### src/rtl/pipe_stage.sv
// pipe_stage: parametrised register stage between two processor pipeline
// stages with a valid/ready handshake, optional two-entry skid buffer,
// synchronous flush (bubble insertion) and saturating occupancy counters.
// An empty stage always presents all-zero data so downstream decode sees a NOP.
//
// Ports:
//   clk, rst_n              clock (rising edge), async active-low reset
//   in_valid/in_ready       upstream handshake, in_data payload (lane 0 at LSBs)
//   out_valid/out_ready     downstream handshake, out_data payload
//   flush                   synchronous squash of held and incoming entries
//   cnt_clr                 synchronous clear of both counters
//   stall_cnt               cycles with out_valid=1 and out_ready=0
//   bubble_cnt              cycles with out_valid=0 and out_ready=1
//
// state    | meaning
// ---------+--------------------------------------------------------
// ST_EMPTY | nothing held, out_data is zero
// ST_FULL  | main register holds the head entry
// ST_SKIDF | main holds the head, skid holds the next entry (SKID=1)
module pipe_stage #(
  parameter int WIDTH = 32,
  parameter int LANES = 6,
  parameter int SKID  = 1,
  parameter int CNT_W = 16
) (
  input  logic                   clk,
  input  logic                   rst_n,
  input  logic                   in_valid,
  output logic                   in_ready,
  input  logic [LANES*WIDTH-1:0] in_data,
  output logic                   out_valid,
  input  logic                   out_ready,
  output logic [LANES*WIDTH-1:0] out_data,
  input  logic                   flush,
  input  logic                   cnt_clr,
  output logic [CNT_W-1:0]       stall_cnt,
  output logic [CNT_W-1:0]       bubble_cnt
);

  localparam int DW = LANES * WIDTH;
  localparam logic [CNT_W-1:0] CNT_MAX = '1;
  localparam logic [CNT_W-1:0] CNT_ONE = CNT_W'(1);

  typedef enum logic [1:0] {
    ST_EMPTY = 2'd0,
    ST_FULL  = 2'd1,
    ST_SKIDF = 2'd2
  } state_t;

  state_t        state_q, state_d;
  logic [DW-1:0] main_q, main_d;
  logic [DW-1:0] skid_q, skid_d;
  logic          accept;
  logic          pop;

  assign out_valid = (state_q != ST_EMPTY);
  assign out_data  = main_q;
  assign accept    = in_valid & in_ready;
  assign pop       = out_valid & out_ready;

  generate
    if (SKID != 0) begin : g_skid_ready
      // Registered ready: low exactly while both entries are occupied.
      logic rdy_q;
      always_ff @(posedge clk or negedge rst_n) begin
        if (!rst_n) begin
          rdy_q <= 1'b1;
        end else begin
          rdy_q <= (state_d != ST_SKIDF);
        end
      end
      assign in_ready = rdy_q;
    end else begin : g_comb_ready
      assign in_ready = !out_valid || out_ready;
    end
  endgenerate

  always_comb begin
    state_d = state_q;
    main_d  = main_q;
    skid_d  = skid_q;
    if (flush) begin
      // Any accept this cycle is discarded; a pop still completes downstream.
      state_d = ST_EMPTY;
      main_d  = '0;
      skid_d  = '0;
    end else begin
      case (state_q)
        ST_EMPTY: begin
          if (accept) begin
            state_d = ST_FULL;
            main_d  = in_data;
          end
        end
        ST_FULL: begin
          // Without the skid buffer, accept while FULL implies pop, so the
          // skid branch is only reachable when SKID=1.
          if (accept && !pop && (SKID != 0)) begin
            state_d = ST_SKIDF;
            skid_d  = in_data;
          end else if (accept && pop) begin
            main_d = in_data;
          end else if (pop) begin
            state_d = ST_EMPTY;
            main_d  = '0;
          end
        end
        ST_SKIDF: begin
          if (pop) begin
            state_d = ST_FULL;
            main_d  = skid_q;
            skid_d  = '0;
          end
        end
        default: begin
          state_d = ST_EMPTY;
          main_d  = '0;
          skid_d  = '0;
        end
      endcase
    end
  end

  always_ff @(posedge clk or negedge rst_n) begin
    if (!rst_n) begin
      state_q <= ST_EMPTY;
      main_q  <= '0;
      skid_q  <= '0;
    end else begin
      state_q <= state_d;
      main_q  <= main_d;
      skid_q  <= skid_d;
    end
  end

  // Counters ignore flush; clear wins over an increment in the same cycle.
  always_ff @(posedge clk or negedge rst_n) begin
    if (!rst_n) begin
      stall_cnt  <= '0;
      bubble_cnt <= '0;
    end else begin
      if (cnt_clr) begin
        stall_cnt <= '0;
      end else if (out_valid && !out_ready && (stall_cnt != CNT_MAX)) begin
        stall_cnt <= stall_cnt + CNT_ONE;
      end
      if (cnt_clr) begin
        bubble_cnt <= '0;
      end else if (!out_valid && out_ready && (bubble_cnt != CNT_MAX)) begin
        bubble_cnt <= bubble_cnt + CNT_ONE;
      end
    end
  end

endmodule

### config.mk
export PLATFORM = sky130hd
export DESIGN_NAME = pipe_stage
export DESIGN_NICKNAME = d
export VERILOG_FILES = /design/src/rtl/pipe_stage.sv
export SDC_FILE = /design/constraint.sdc
export NUM_CORES = 1
export LEC_CHECK = 0
export BUFFER_PORTS_ARGS = -buffer_cell sky130_fd_sc_hd__buf_2
export CORE_AREA = 2 2 152 213
export CTS_BUF_LIST = sky130_fd_sc_hd__clkbuf_16
export DETAILED_ROUTE_END_ITERATION = 8
export DIE_AREA = 0 0 154 215
export MAX_ROUTING_LAYER = met4
export PLACE_DENSITY = 0.82
export SETUP_SLACK_MARGIN = 0.1
export SLEW_MARGIN = 20
export SYNTH_ARGS = -nofsm -noshare
export SYNTH_HDL_FRONTEND = slang
export SYNTH_SLANG_ARGS = --single-unit
### constraint.sdc
create_clock -name clk -period 4.9 [get_ports clk]
set_input_delay 0.49 -clock clk [delete_from_list [all_inputs] [get_ports clk]]
set_output_delay 0.49 -clock clk [all_outputs]
set_load 0.005 [all_outputs]
# Word level (Yosys, flattened, before mapping)
# Index checks and enable logic that the tools add are counted.
# totals
reg_bits	419
out_inout_bits	226
wordCells	57
# op_classes
addsub	2
n_eq_ne	11
n_mux	21
bitwise_logic	2
reduce_logical	15
# ops
operator	count
192-bit two-way mux	8
192-bit one-hot mux with 3 select lines	2
16-bit two-way mux	4
16-bit by 1-bit adder with 16-bit output, second input constant	2
16-bit inequality test, second input constant	2
2-bit two-way mux	6
3-bit inequality test, second input constant	4
1-bit logical AND	6
2-bit one-hot mux with 3 select lines	1
2-bit nonzero test	3
2-bit inequality test, second input constant	2
4-bit inequality test, second input constant	1
4-bit AND reduction	1
1-bit logical NOT	3
3-bit AND reduction	1
1-bit bitwise AND	2
2-bit by 1-bit == test with 1-bit output, second input constant	1
2-bit == test, second input constant	1
2-bit logical NOT	1

# Depth between registers and ports, before layout
# Gate-level depths: netlist (run 1).
# logic_depth
word_depth	8
ltp_mapped	9
mapped_depth_nobuf	5

# Worst setup path after synthesis (run 1)
# OpenSTA, ideal clock, no wires.
# synth_path
kind	in2reg
startpoint	input out_ready
endpoint	register skid_q[100]
setup_time_ps	121
arrival_time_ps	1873
required_time_ps	4779
slack_ps	2906
path_stages	9
path_buffers	5
cell_sequence	buf_2 -> and3b_1 -> o22a_1 -> buf_2 -> and3b_1 -> buf_2 -> buf_6 -> buf_6 -> a22o_1
# synth_via
elab_chain_len	5
word_cells_on_any_way	6
# synth_lines
item	line	text
start: declaration	32	input logic out_ready,
1-bit bitwise AND (*)	59	assign pop = out_valid & out_ready;
1-bit logical NOT	98	if (accept && !pop && (SKID != 0)) begin
1-bit logical AND	98	
3-bit inequality test (no line)	-	
3-bit AND reduction (no line) (*)	-	
end signal: assignment	132	skid_q <= skid_d;
end: declaration	52	logic [DW-1:0] skid_q, skid_d;
# Every way passes the cells marked *; elsewhere a longest branch is shown, timed or not.
# A chain may end at the register's enable or synchronous reset.

# Worst setup path in the final report (run 1)
# layout_path
startpoint	register state_q[1]
endpoint	register main_q[60] (netlist: out_data[60])
# layout_via
elab_chain_len	7
word_cells_on_any_way	17
# layout_lines
item	line	text
start: declaration	50	state_t state_q, state_d;
start signal: assignment	130	state_q <= state_d;
2-bit nonzero test	56	assign out_valid = (state_q != ST_EMPTY);
1-bit bitwise AND	59	
1-bit logical AND	101	end else if (accept && pop) begin
192-bit two-way mux	101	
192-bit two-way mux	98	
192-bit one-hot mux with 3 select lines	88	case (state_q)
192-bit two-way mux	82	if (flush) begin
end signal: assignment	131	main_q <= main_d;
end: declaration	51	logic [DW-1:0] main_q, main_d;
# Parallel ways exist; a longest one is shown, timed or not. The select of a mux whose other input is x is not followed.

==> results of run 1 <==
-- metal layers --
metal  wire length (um)  vias to the layer above
li1                   -                     6290
met4               2490                        0
met3               3560                      139
met5                  0                        -
met2              24100                      716
met1              19700                     7351
-- cell type report --
type,instances,area (um^2)
Sequential cell,419,10500
Fill cell,2240,9920
Multi-Input combinational cell,886,6740
Timing Repair Buffer,442,2360
Clock buffer,41,1030
Tap cell,395,494
Clock inverter,33,240
Antenna cell,10,25.0
Inverter,6,22.5
-- critical path: stages (launching register included) --
cell and delay, ps:
dfrtp_1 610, nor2b_4 750, o21ai_1 270, a21oi_4 790, buf_12 420, o2bb2ai_1 200
-- synthesized netlist by cell type (2+ instances only) --
master,instances
nor4_1,4
and4_1,5
nor2_1,76
nand4_1,10
a21oi_1,31
mux2_2,3
o21ai_0,6
dfrtp_1,418
o31ai_1,21
mux2i_1,67
nand3_1,13
or3_1,7
and3b_1,2
buf_2,64
and2_1,67
inv_1,6
a22o_1,125
ha_1,2
nor2b_1,6
a22oi_1,192
o21ai_1,2
nand3b_1,2
buf_1,4
o2bb2ai_1,192
or4_1,20
buf_6,6
and3_1,5
clkbuf_1,72
nand2_1,15
-- logic make-up after synthesis --
kind of cell	after synthesis	share of synthesized area (%)
AO/OA/AOI/OAI	574	25.8
flip-flops	419	58.7
AND/OR/NAND/NOR	239	7.38
buffers and inverters	153	3.94
multiplexers	71	4.01
adder cells (fa/ha/maj)	2	0.140
-- per-stage QoR --
stage | utilization, % | hold slack, ps | total power [mW] | std cells | cell area [um^2]
2_1_floorplan | - | 194 | 4.26 | 1458 | 17900
3_3_place_gp | 64.2 | 467 | 4.71 | 2148 | 20100
3_5_place_dp | 64.2 | 468 | 4.74 | 2148 | 20100
4_1_cts | 68.2 | 1.28 | 7.77 | 2222 | 21400
5_1_grt | 68.3 | 22.7 | 8.01 | 2232 | 21400
6_report | 68.3 | -45.0 | 7.72 | 2232 | 21400
-- state kept, by name, indices dropped and copies added, names as in the netlist --
signal and count:
out_data 192, skid_q 192, bubble_cnt 16, stall_cnt 16
state_q 2, in_ready 1
-- worst min-delay path by stage --
stage,to,slack [ps],from,cells past startpoint
global route,out_data[158]$_DFFE_PN0P_,20,rst_n,1
detailed placement,out_data[85]$_DFFE_PN0P_,470,out_data[85]$_DFFE_PN0P_,1
finish,out_data[126]$_DFFE_PN0P_,-40,rst_n,1
floorplan,bubble_cnt[0]$_DFFE_PN0P_,190,rst_n,0
CTS,out_data[173]$_DFFE_PN0P_,1,rst_n,1
global placement,out_data[69]$_DFFE_PN0P_,470,out_data[69]$_DFFE_PN0P_,1
-- report_power, final --
part	internal, mW	switching (mW)	leakage [nW]
logic	0.365	0.580	4.14
registers	3.63	0.112	5.73
clock network	1.69	1.34	0.632
==> metrics.yaml, run 1 <==
status: "complete, but fails checks"
violations: "hold timing"
nets: 1995
grt_use_total_pct: 30.2
r2r_end: "out_data[60]$_DFFE_PN0P_"
layout-drive-gt1-share_pct: 28.2
post-place-ws_ps: 1750
postCtsHoldBufs: 0
ant_nets: 0
netlist_instances: 1458
grt_pass1_vias: 14300
htreeDepth: 2
ctsResizeCount: 0
place.port_buffers: 423
endpoint: "out_data[60]$_DFFE_PN0P_"
cts-root-buf: "clkbuf_16"
wire_per_inst_um: 22.3
first_iter_violations: 1464
worst-path-max-fanout: 87
grt_max_degree: 154
gp_congestion: 0.899
min_path_type: "in2async"
cts_buffer_depth: 3
synth_top_area_share_pct: 58.6
final_cell_mix: "422 x buf_2, 418 x dfrtp_1, 192 x a22oi_1, 192 x o2bb2ai_1, 125 x a22o_1"
initial_core_util_pct: 57.0
worstSetupPathType: "reg2reg"
regToRegSetupSlack_ps: 1660
grt_antenna_before_repair: 10
grt-ovfl-total: 0
ir_drop_uv: 294
tightest_slew_ps: 1020
power_density_nw_per_um2: 361
critPathLaunchType: "register"
arrival_ps: 3680
gr-usage-met3_pct: 5.51
grt_setup_unrepaired: "no"
fmax_ghz: 0.309
synth_edf_count: 0
use_met1_pct: 39.4
max-cap-violations: 0
rows: 77
cp_data_required_time_ps: 5340
cp-end-kind: "register"
vias: 14500
drt-total-wl_mm: 49.9
min_period_over_period_pct: 66.1
dr.pass1.iters: 8
ys_types: 44
hpwl_mm: 30.1
cts_setup_buffers: 0
synth-seq-cells: 419
setup_slack_ps: 1660
startpoint: "state_q[1]$_DFF_PN0_"
die_h_um: 215
cts_sinks: 419
layout_commonest_cell: "buf_2"
syn_area_um2: 17900
holdWs_ps: -45.0
avgSynthCellArea_um2: 12.3
timing.slew.headroom_pct: 32.1
clock_latency_ps: 540
slew_violations: 0
drc: 0
met2_usage_pct: 46.0
synth-async-reset-ratio_pct: 100
die-area_um2: 33100
synth_area_leaders: "dfrtp_1 59%, o2bb2ai_1 9.4%, a22oi_1 8.1%"
synth_warnings: 0
yosysSeqAreaShare_pct: 58.7
finalSetupViolations: 0
reg2reg_depth: 5
pin_count: 424
syn-num-nets: 1658
skew_ps: 12.4
grt_first_pass_wirelength_mm: 78.9
coreArea_um2: 31300
yosysTopAreaCell: "dfrtp_1"
synth_ff_type: "dfrtp_1"
p_leak_nw: 10.5
setup_tns_ps: 0
grt.busiest_layer: "met2"
cts_tree: "yes"
area_delta_synth_final_pct: 19.7
clk_pin_slew_ps: 60
period_needed_ps: 3240
r2r-start: "state_q[1]$_DFF_PN0_"
die_width_um: 154
hold_violations: 30
vias_per_cell: 6.49
numCtsBuffers: 40
Power figures use the tool's default switching activity.
==> inputs of run 2 (changes only) <==
--- a/config.mk
+++ b/config.mk
@@ -6,12 +6,12 @@
 export NUM_CORES = 1
 export LEC_CHECK = 0
 export BUFFER_PORTS_ARGS = -buffer_cell sky130_fd_sc_hd__buf_2
-export CORE_AREA = 2 2 152 213
+export CORE_AREA = 2 2 157 221
 export CTS_BUF_LIST = sky130_fd_sc_hd__clkbuf_16
 export DETAILED_ROUTE_END_ITERATION = 8
-export DIE_AREA = 0 0 154 215
+export DIE_AREA = 0 0 159 223
 export MAX_ROUTING_LAYER = met4
-export PLACE_DENSITY = 0.82
+export PLACE_DENSITY = 0.77
 export SETUP_SLACK_MARGIN = 0.1
 export SLEW_MARGIN = 20
 export SYNTH_ARGS = -nofsm -noshare
==> constraint.sdc (replaced) <==
create_clock -name clk -period 3.3 [get_ports clk]
set_input_delay 0.33 -clock clk [delete_from_list [all_inputs] [get_ports clk]]
set_output_delay 0.33 -clock clk [all_outputs]
set_load 0.005 [all_outputs]
==> run 2 against run 1 <==
Against the previous run:
- the flow now finishes without violations
- clock power grew 44%
- routed wire length is 0.80% lower
- total power is 47% higher
- cell count rose by 2.7%
- flip-flop and latch count stayed put
- maximum frequency increased by 39%
- utilization shrank 4.2 points
- combinational power up 50%
==> metrics.yaml, run 2 (same netlist as run 1, synthesis figures left out) <==
fillers: 2642
cts_setup_buffers: 0
path_cells: "nor2b_4 > buf_12 > a22oi_1 > o2bb2ai_1"
grt.busiest_layer: "met2"
timing.slew.headroom_pct: 26.8
fmax_ghz: 0.430
total_power_mw: 11.3
worstSetupPathType: "reg2reg"
vias_per_cell: 6.25
htreeDepth: 2
max-cap-violations: 0
drt-total-wl_mm: 49.5
grt_max_degree: 195
r2r-start: "state_q[1]$_DFF_PN0_"
grt_setup_unrepaired: "no"
clk_pin_slew_ps: 70
cp-end-kind: "register"
wire_per_inst_um: 21.6
regToRegSetupSlack_ps: 970
layout-drive-gt1-share_pct: 28.2
worst-path-max-fanout: 194
grt_antenna_before_repair: 7
area_delta_synth_final_pct: 20.7
finalSetupViolations: 0
hold_depth: 2
place.port_buffers: 423
multiInputGateArea_um2: 6740
met2_usage_pct: 44.1
pwr-share-seq_pct: 49.0
cp_data_required_time_ps: 3760
grt_first_pass_wirelength_mm: 78.8
cts-root-buf: "clkbuf_16"
nets: 2004
cts_buffer_depth: 3
cpLargestDelayFamily: "flip-flops"
seq_area_um2: 10500
tightest_slew_ps: 1100
reg2reg_depth: 4
layout_commonest_cell: "buf_2"
min_path_type: "in2reg"
hold_violations: 0
hpwl_mm: 30.6
slew_violations: 0
ctsResizeCount: 0
die-area_um2: 35500
pin_count: 424
grt-ovfl-total: 0
p_leak_nw: 10.6
ir_drop_uv: 470
p_clk_share_pct: 38.5
numCtsBuffers: 40
min_from: "in_data[68]"
die_width_um: 159
cts_tree: "yes"
slowest_stage: "dfrtp_1"
skew_ps: 16.5
gr-usage-met3_pct: 5.00
gp_congestion: 0.865
p_int_mw: 8.35
die_h_um: 223
vias: 14300
p_sw_mw: 2.98
min_period_over_period_pct: 70.5
ant_nets: 0
path_buf_inv: 1
dpl.cell_count: 2212
rows: 80
initial_core_util_pct: 53.1
instances_no_fill: 2292
slowest_delay_ps: 620
dr.pass1.iters: 6
final_cell_mix: "422 x buf_2, 418 x dfrtp_1, 192 x a22oi_1, 192 x o2bb2ai_1, 125 x a22o_1"
grt_use_total_pct: 28.0
arrival_ps: 2790
first_iter_violations: 1554
grt_pass1_vias: 14200
clock_latency_ps: 540
drc: 0
coreArea_um2: 33600
fin_util_pct: 64.1
hold_end: "skid_q[68]$_DFFE_PN0P_"
power_density_nw_per_um2: 526
r2r_end: "out_data[86]$_DFFE_PN0P_"
p_sw_share_pct: 26.3
setup_tns_ps: 0
cts_sinks: 419
pwr-share-comb_pct: 12.5
critPathLaunchType: "register"
period_needed_ps: 2330
status: "finished, final reports clean"
use_met1_pct: 36.8
==> run 2: changes by cell type in the layout (fill, tap and decap cells not counted) <==
cell           delta
clkinvlp_4        -3
inv_1             +6
clkinv_2          -3
dlygate4sd3_1     +1
clkinv_1          -2
bufinv_16         -1
diode_2           -1
buf_12            +8
inv_6             -1
==> run 2: power groups by stage <==
stage          sequential (mW)  clock [mW]  combinational, mW
2_1_floorplan             5.63           0              0.693
3_3_place_gp              5.63           0               1.39
3_5_place_dp              5.64           0               1.43
4_1_cts                   5.55        4.44               1.43
5_1_grt                   5.58        4.65               1.55
6_report                  5.55        4.36               1.42
==> run 2: per-layer routing <==
metal	vias up	wire length (um)
met5	-	0
met4	0	1790
met2	616	24200
met1	7302	20200
li1	6311	-
met3	100	3270
==> run 2: timing repair <==
item / CTS / global route
setup endpoints to repair: 0 / 0
hold buffers: 1 / 0
endpoints found under the hold margin: 99 / 0
==> run 2: metrics by stage <==
stage / area (um^2) / setup slack, ps / hold slack (ps)
2_1_floorplan: 17900 / 1470 / 34.4
6_report: 21600 / 974 / 22.7
4_1_cts: 21500 / 1060 / 0.470
5_1_grt: 21600 / 905 / 13.0
3_5_place_dp: 20300 / 1080 / 456
3_3_place_gp: 20300 / 1140 / 447
==> run 2: worst max-delay path by stage <==
| stage | depth (start not counted) | end | from | slack [ps] |
|---|---|---|---|---|
| floorplan | 9 | skid_q[100]$_DFFE_PN0P_ | out_ready | 1470 |
| global placement | 5 | skid_q[85]$_DFFE_PN0P_ | in_ready$_DFF_PN1_ | 1140 |
| detailed placement | 5 | state_q[1]$_DFF_PN0_ | state_q[1]$_DFF_PN0_ | 1080 |
| CTS | 5 | state_q[1]$_DFF_PN0_ | state_q[1]$_DFF_PN0_ | 1060 |
| global route | 5 | out_data[35]$_DFFE_PN0P_ | state_q[0]$_DFF_PN0_ | 900 |
| finish | 4 | out_data[86]$_DFFE_PN0P_ | state_q[1]$_DFF_PN0_ | 970 |
==> run 2: layout make-up <==
cell class / count / share of cell area, %
inverters: 6 / 0.104
multi-input cells: 886 / 31.2
repair buffers: 451 / 11.7
well taps: 451 / 2.62
flip-flops and latches: 419 / 48.6
clock buffers: 41 / 4.76
clock inverters: 29 / 0.830
diodes: 9 / 0.104
